--- config.mk ---
export PLATFORM = sky130hd
export DESIGN_NAME = tq_odd_post_4
export DESIGN_NICKNAME = d
export VERILOG_FILES = /design/src/rtl/tq_odd_post_4_pkg.sv /design/src/rtl/tq_odd_post_4_rnd_clip_lane.sv /design/src/rtl/tq_odd_post_4.sv
export SDC_FILE = /design/constraint.sdc
export NUM_CORES = 1
export LEC_CHECK = 0
export CAP_MARGIN = 20
export CELL_PAD_IN_SITES_DETAIL_PLACEMENT = 1
export CELL_PAD_IN_SITES_GLOBAL_PLACEMENT = 1
export CORE_MARGIN = 10
export CORE_UTILIZATION = 54
export CTS_CLUSTER_DIAMETER = 60
export DETAILED_ROUTE_END_ITERATION = 10
export DONT_BUFFER_PORTS = 1
export HOLD_SLACK_MARGIN = 0.12
export MAX_ROUTING_LAYER = met4
export PLACE_DENSITY = 0.95
export RECOVER_POWER = 50
export SLEW_MARGIN = 0
export SYNTH_ARGS = -nofsm -noshare
export SYNTH_HDL_FRONTEND = slang
export SYNTH_SLANG_ARGS = --single-unit
export TNS_END_PERCENT = 10
--- constraint.sdc ---
create_clock -name clk -period 11.3 [get_ports clk]
set_input_delay 0.565 -clock clk [delete_from_list [all_inputs] [get_ports clk]]
set_output_delay 0.565 -clock clk [all_outputs]
set_load 0.03 [all_outputs]
--- src/rtl/tq_odd_post_4_pkg.sv ---
// Shared transform/quant constants and the control word carried beside the multiplier.
// Pure declarations: no latency, no backpressure.
package tq_odd_post_4_pkg;

    localparam int IN_W_DEF    = 28;
    localparam int OUT_W_DEF   = 16;
    localparam int MCM_LAT_DEF = 2;
    localparam int SHIFT_W     = 5;

    // 4-point transform at 8-bit depth
    localparam int LOG2N = 2;
    localparam int BD    = 8;

    localparam int FWD_SHIFT1 = LOG2N - 1 + BD - 8;
    localparam int FWD_SHIFT2 = LOG2N + 6;
    localparam int INV_SHIFT1 = 7;
    localparam int INV_SHIFT2 = 20 - BD;

    localparam int OUT_MAX = (1 << (OUT_W_DEF - 1)) - 1;
    localparam int OUT_MIN = -(1 << (OUT_W_DEF - 1));

    typedef struct packed {
        logic               vld;
        logic               first;
        logic [SHIFT_W-1:0] shift;
    } ctrl_t;

endpackage

--- src/rtl/tq_odd_post_4_rnd_clip_lane.sv ---
// One lane: round-add (stage A) then arithmetic shift and clip (stage B); 2 cycles.
// No backpressure; each stage loads only on its enable, res holds otherwise.
module tq_odd_post_4_rnd_clip_lane
    import tq_odd_post_4_pkg::*;
#(
    parameter int IN_W  = IN_W_DEF,
    parameter int OUT_W = OUT_W_DEF
) (
    input  logic                     clk,
    input  logic                     rst,
    input  logic                     en_a,
    input  logic [SHIFT_W-1:0]       shift,
    input  logic signed [IN_W-1:0]   m,
    input  logic                     en_b,
    output logic signed [OUT_W-1:0]  res,
    output logic                     sat
);

    localparam int SW = IN_W + 1;
    localparam logic signed [SW-1:0] HI = SW'((1 <<< (OUT_W - 1)) - 1);
    localparam logic signed [SW-1:0] LO = -HI - SW'(1);

    logic signed [SW-1:0]  rnd;
    logic signed [SW-1:0]  sum_q;
    logic [SHIFT_W-1:0]    sh_q;
    logic signed [SW-1:0]  shr;
    logic signed [SW-1:0]  clip;

    always_comb begin
        rnd = '0;
        if (shift != '0) begin
            rnd = SW'(1) <<< (shift - SHIFT_W'(1));
        end
    end

    always_ff @(posedge clk or negedge rst) begin
        if (!rst) begin
            sum_q <= '0;
            sh_q  <= '0;
        end else if (en_a) begin
            sum_q <= SW'(m) + rnd;
            sh_q  <= shift;
        end
    end

    // sat is combinational off stage A so the top can count it on the same edge res loads
    always_comb begin
        shr  = sum_q >>> sh_q;
        clip = shr;
        sat  = 1'b0;
        if (shr > HI) begin
            clip = HI;
            sat  = 1'b1;
        end else if (shr < LO) begin
            clip = LO;
            sat  = 1'b1;
        end
    end

    always_ff @(posedge clk or negedge rst) begin
        if (!rst) begin
            res <= '0;
        end else if (en_b) begin
            res <= clip[OUT_W-1:0];
        end
    end

endmodule

--- src/rtl/tq_odd_post_4.sv ---
// Odd-part multiplier post-stage: round, shift, clip 4 lanes; block framing; saturation stat.
// Latency MCM_LAT+2 from i_valid to o_valid; full throughput, no backpressure.
module tq_odd_post_4
    import tq_odd_post_4_pkg::*;
#(
    parameter int IN_W    = IN_W_DEF,
    parameter int OUT_W   = OUT_W_DEF,
    parameter int MCM_LAT = MCM_LAT_DEF
) (
    input  logic                     clk,
    input  logic                     rst,
    input  logic                     i_valid,
    input  logic                     i_first,
    input  logic [SHIFT_W-1:0]       i_shift,
    input  logic signed [IN_W-1:0]   i_m_0,
    input  logic signed [IN_W-1:0]   i_m_1,
    input  logic signed [IN_W-1:0]   i_m_2,
    input  logic signed [IN_W-1:0]   i_m_3,
    input  logic                     i_sat_clr,
    output logic                     o_valid,
    output logic                     o_last,
    output logic signed [OUT_W-1:0]  o_0,
    output logic signed [OUT_W-1:0]  o_1,
    output logic signed [OUT_W-1:0]  o_2,
    output logic signed [OUT_W-1:0]  o_3,
    output logic [15:0]              o_sat_cnt
);

    ctrl_t                   dl [MCM_LAT];
    ctrl_t                   tap;
    logic                    vld_a;
    logic                    first_a;
    logic [1:0]              cnt;
    logic [1:0]              idx;
    logic [3:0]              lane_sat;
    logic signed [IN_W-1:0]  m_arr   [4];
    logic signed [OUT_W-1:0] res_arr [4];

    assign tap = dl[MCM_LAT-1];

    always_ff @(posedge clk or negedge rst) begin
        if (!rst) begin
            for (int i = 0; i < MCM_LAT; i++) begin
                dl[i] <= '0;
            end
        end else begin
            dl[0] <= '{vld: i_valid, first: i_valid & i_first, shift: i_shift};
            for (int i = 1; i < MCM_LAT; i++) begin
                dl[i] <= dl[i-1];
            end
        end
    end

    always_ff @(posedge clk or negedge rst) begin
        if (!rst) begin
            vld_a   <= 1'b0;
            first_a <= 1'b0;
        end else begin
            vld_a   <= tap.vld;
            first_a <= tap.first;
        end
    end

    assign m_arr[0] = i_m_0;
    assign m_arr[1] = i_m_1;
    assign m_arr[2] = i_m_2;
    assign m_arr[3] = i_m_3;

    for (genvar k = 0; k < 4; k++) begin : g_lane
        tq_odd_post_4_rnd_clip_lane #(
            .IN_W  (IN_W),
            .OUT_W (OUT_W)
        ) u_lane (
            .clk   (clk),
            .rst   (rst),
            .en_a  (tap.vld),
            .shift (tap.shift),
            .m     (m_arr[k]),
            .en_b  (vld_a),
            .res   (res_arr[k]),
            .sat   (lane_sat[k])
        );
    end

    assign o_0 = res_arr[0];
    assign o_1 = res_arr[1];
    assign o_2 = res_arr[2];
    assign o_3 = res_arr[3];

    // cnt holds the index the next beat takes unless that beat restarts the block
    assign idx = first_a ? 2'd0 : cnt;

    always_ff @(posedge clk or negedge rst) begin
        if (!rst) begin
            o_valid   <= 1'b0;
            o_last    <= 1'b0;
            cnt       <= '0;
            o_sat_cnt <= '0;
        end else begin
            o_valid <= vld_a;
            o_last  <= vld_a && (idx == 2'd3);
            if (vld_a) begin
                cnt <= idx + 2'd1;
            end
            if (i_sat_clr) begin
                o_sat_cnt <= '0;
            end else if (vld_a && (|lane_sat) && (o_sat_cnt != 16'hFFFF)) begin
                o_sat_cnt <= o_sat_cnt + 16'd1;
            end
        end
    end

endmodule

[After elaboration in Yosys (flattened, before gate mapping)]
Index checks and enable logic that the tools add are counted.
W data, S select, Z words.
Operators by class
  add/sub/neg operators: 7
  $lt $le $gt $ge: 8
  equality and inequality tests: 2
  shifts and indexed selects: 5
  mux-type cells: 20
  bitwise gates (word level): 1
  reduce and logical (&&, ||, !) cells: 6
Operators with widths (number)
  $mux W16: 10
  $add A28 B29 Y29: 4
  $gt A29 B16 Y1 const B: 4
  $lt A29 B16 Y1 const B: 4
  $sshr A29 B5 Y29: 4
  $mux W29: 1
  $sshl A2 B5 Y29 const A: 1
  $add A16 B1 Y16 const B: 1
  $ne A16 B16 Y1 const B: 1
  $mux W1: 8
  $reduce_bool A5 Y1: 1
  $sub A5 B1 Y5 const B: 1
  $reduce_or A4 Y1: 1
  $logic_and A1 B1 Y1: 3
  $add A2 B1 Y2 const B: 1
  $eq A2 B2 Y1 const B: 1
  $mux W2: 1
  $reduce_bool A2 Y1: 1
  $and A1 B1 Y1: 1
Word-level totals
  flip-flop bits (word level): 221
  input port bits: 122
  output and inout port bits: 82
  word-level logic and storage cells: 70

[Longest topological paths before layout]
  depth in word-level cells: 9
  mapped depth: 16
  gate-level depth less buffers: 13

[By module]
A second synthesis with hierarchy kept.
Second synthesis, totals
  cells, all modules: 2600
  area total of the unflattened synthesis: 23038.3 um^2
By module, submodules not included
  tq_odd_post_4_rnd_clip_lane (g_lane[1].u_lane ...): times used 2, cells each 636, area each 5455.2 um^2, sequential area each 1251.2 um^2
  tq_odd_post_4_rnd_clip_lane (g_lane[0].u_lane): times used 1, cells each 604, area each 5386.4 um^2, sequential area each 1251.2 um^2
  tq_odd_post_4_rnd_clip_lane (g_lane[3].u_lane): times used 1, cells each 596, area each 5256.3 um^2, sequential area each 1251.2 um^2
  tq_odd_post_4: times used 1, cells each 128, area each 1485.2 um^2, sequential area each 900.9 um^2

[Worst setup path before layout]
Ideal clock, no wire load.
  path type: reg2reg
  from: register dl[2] (netlist bit)
  to: register g_lane[1].u_lane.sum_q[22]
  library setup time: 0.125 ns
  arrival: 3.800 ns
  required time: 11.175 ns
  path slack: 7.376 ns
  stages on the path, launching flop included: 14
  buffers on the path: 1
  clock period less this slack: 3.924 ns
  cell sequence: dfrtp_1 -> clkbuf_1 -> or3_1 -> nor2_1 -> ha_1 -> a21o_1 -> a211o_1 -> a2111oi_0 -> nor3_1 -> a211o_1 -> o311ai_0 -> nand2_1 -> xor2_1 -> mux2_2
On the way
  longest elaborated chain between the ends: 4
  elaborated cells on any way between the ends: 5
  classes of those cells: add/sub (2); shift (1); mux (1); reduce/logical (1)
RTL lines
  from (decl): line tq_odd_post_4.sv:29  | ctrl_t dl [MCM_LAT];
  from (signal, indexed assignment): line tq_odd_post_4.sv:49  | dl[i] <= dl[i-1];
  $sub A5 B1 Y5: line tq_odd_post_4_rnd_clip_lane.sv:32  | rnd = SW'(1) <<< (shift - SHIFT_W'(1));
  $sshl A2 B5 Y29: line tq_odd_post_4_rnd_clip_lane.sv:32
  $mux W29 (*): line tq_odd_post_4_rnd_clip_lane.sv:31  | if (shift != '0) begin
  $add A28 B29 Y29 (*): line tq_odd_post_4_rnd_clip_lane.sv:41  | sum_q <= SW'(m) + rnd;
  to (signal assigned): line tq_odd_post_4_rnd_clip_lane.sv:41
  to (decl): line tq_odd_post_4_rnd_clip_lane.sv:24  | logic signed [SW-1:0] sum_q;
Mark *: on every way between the ends. The rest lies on a longest branch, timed or not.
A chain may end at the register's enable or synchronous reset.

==> metrics.yaml <==
die_h_um: 216
finClkSkew_ns: 0.0102
ctsHoldBuffers: 9
worstPathRequired_ns: 9.75
relSlewSlack_pct: -283
rows: 71
htreeDepth: 1
drv_cap: 2
dp_worst_setup_slack_ns: 6.05
nets: 2513
slew_viol_final: 281
worst-path-buf-inv: 1
min_path_type: "in -> reg"
antenna_found_initial: 2
slowest_delay_ns: 3.83
placed_cells: 2744
hpwl_mm: 61.9
die_w_um: 216
drive_above_1_share_pct: 14.4
drcViolationCount: 0
layout_setup_ws_ns: 5.10
status: "finished, violations left"
ctsRootBufferMaster: "clkbuf_16"
finalPower_mw: 3.21
synth_cells: 2375
ys_ff_latch: 221
avgSynthCellArea_um2: 8.76
cts_setup_buffers: 0
placed_area_um2: 20900
synth_top_area_cell: "dfrtp_1"
cts.sinks: 221
ys_seq_area_share_pct: 26.6
cts_tree: "done"
timing.fmax_mhz: 161
globalplace.congestion: 0.983
violations: "capacitance limit, slew limit"
rsz0062_at_grt: "no"
dieArea_um2: 46800
yosysTopAreaCellShare_pct: 26.6
power.leakage_nw: 9.38
crit_type: "in -> async"
fin_crit_sh_pct: 54.9
initialDrtViolationCount: 2497
synth_edf_count: 0
synthArstFlopShare_pct: 100
fin_tns_setup_ns: 0
num-fill-cells: 4376
pin_count: 204
powerDensity_nw_per_um2: 146
crit_slowest_cell: "clkbuf_2"
vias_per_cell: 7.17
vias: 20100
wl_mm: 84.2
setup.worst_path.end_class: "async pin"
start_util_pct: 55.0
setup_violations: 0
core_um2: 37800
dr.pass1.iters: 6
crit_family: "buffers and inverters"
netlist_top_cells_count: "a21oi_1, nand2_1, dfrtp_1"
start_kind: "input port"
synth.distinct_cells: 85
layout.cells.non_filler: 2808
irDropWorstVdd_v: 0.000114
finalHoldViolCount: 0
avgRoutedWirePerCell_um: 30.0
final_area_um2: 22000
clockBufferDepth: 3
critPathArrivalTime_ns: 4.66
tightest_slew_ns: 5.74
grt_pass1_vias: 20500
port_buffers: 0
critical_path.cell_chain: "clkbuf_2"
synthFlopType: "dfrtp_1"
area_growth_syn_to_layout_pct: 5.82
cts_resized: 0
synth_fp_nets: 2615
synth_most_common_cell: "a21oi_1"
whs_ns: 0.164
grt_pass1_wl_mm: 129
synth_warnings: 0
synth.area.top_cells: "dfrtp_1, mux2_2, mux4_2, ha_1, a21oi_1"
clk_pin_slew_ns: 0.06
grt_usage_pct: 35.9
path_max_fanout: 221
cts_buffers: 28
grt_start_max_net_pins: 222
period_needed_ns: 6.20
insertion_delay_ns: 0.59
overflow: 0
synthesis.area_um2: 20800
fin_util_pct: 58.1
ant_nets: 0
layout make-up:
class / instances / area (um2) / share of cell area (%)
diodes: 3 / 7.51 / 0.0341
multi-input cells: 1955 / 14400 / 65.6
clock buffers: 37 / 805 / 3.66
repair buffers: 31 / 250 / 1.14
well taps: 511 / 639 / 2.91
inverters: 36 / 135 / 0.614
flip-flops and latches: 221 / 5550 / 25.2
clock inverters: 14 / 195 / 0.887
cells by family (layout without fill, tap and decap cells):
| group | Yosys count | after routing | share of synthesized area (%) |
|---|---|---|---|
| AO/OA/AOI/OAI | 737 | 737 | 22.0 |
| XOR/XNOR | 88 | 88 | 3.71 |
| adder cells (fa/ha/maj) | 118 | 118 | 7.24 |
| buffers and inverters | 199 | 118 | 4.13 |
| flip-flops | 221 | 221 | 26.6 |
| multiplexers | 320 | 320 | 20.6 |
| other | 0 | 3 | 0 |
| AND/OR/NAND/NOR | 692 | 692 | 15.6 |
power breakdown:
group          internal, mW  switching, mW
registers             0.898          0.288
logic                 0.427          0.632
clock network         0.575          0.395
total                  1.90           1.31
final timing paths:
| kind | from | endpoint | slack, ns | cells past startpoint |
|---|---|---|---|---|
| worst max-delay path | rst | g_lane[2].u_lane.sh_q[0]$_DFFE_PN0P_ | 5.10 | 1 |
| worst min-delay path | i_valid | dl[12]$_DFF_PN0_ | 0.16 | 1 |
| worst min register to register | dl[5]$_DFF_PN0_ | first_a$_DFF_PN0_ | 0.36 | 0 |
| worst max register to register | g_lane[2].u_lane.sh_q[2]$_DFFE_PN0P_ | o_sat_cnt[13]$_DFFE_PN0P_ | 5.91 | 12 |
| max in group clk | g_lane[2].u_lane.sh_q[2]$_DFFE_PN0P_ | o_sat_cnt[13]$_DFFE_PN0P_ | 5.91 | 12 |
| min in group asynchronous | rst | g_lane[1].u_lane.res[9]$_DFFE_PN0P_ | 1.99 | 1 |
cells in the final DEF (no fill, tap or decap), types with 20 or more instances in the layout:
cell	n
a21oi_1	272
ha_1	114
a31oi_1	29
nor2b_1	25
o21a_1	27
mux2_2	142
nor3_1	26
inv_1	34
mux4_2	70
a21o_1	61
nand3_1	57
clkbuf_16	28
xnor2_1	68
mux2i_1	99
a211oi_1	25
nand2_1	222
xor2_1	20
o31ai_1	27
buf_4	22
nor2_1	210
o21ai_0	148
dfrtp_1	215
o211ai_1	28
flip-flops by register name, indices dropped and copies added (netlist names):
signal	flops
g_lane.u_lane.res	64
o_sat_cnt	16
o_valid	1
dl	14
first_a	1
g_lane.u_lane.sh_q	5
vld_a	1
g_lane.u_lane.sum_q	116
cnt	2
o_last	1
routing by layer:
metal	track usage (%)	wire (um)	share of wire, %	vias to the layer above
met4	15.6	4410	5.2	0
li1	-	-	-	8667
met1	44.6	33300	40	10100
met2	55.6	38700	46	1123
met5	-	0	0	-
met3	7.79	7870	9.3	273
Note: power is estimated with default switching activity, not from simulation.
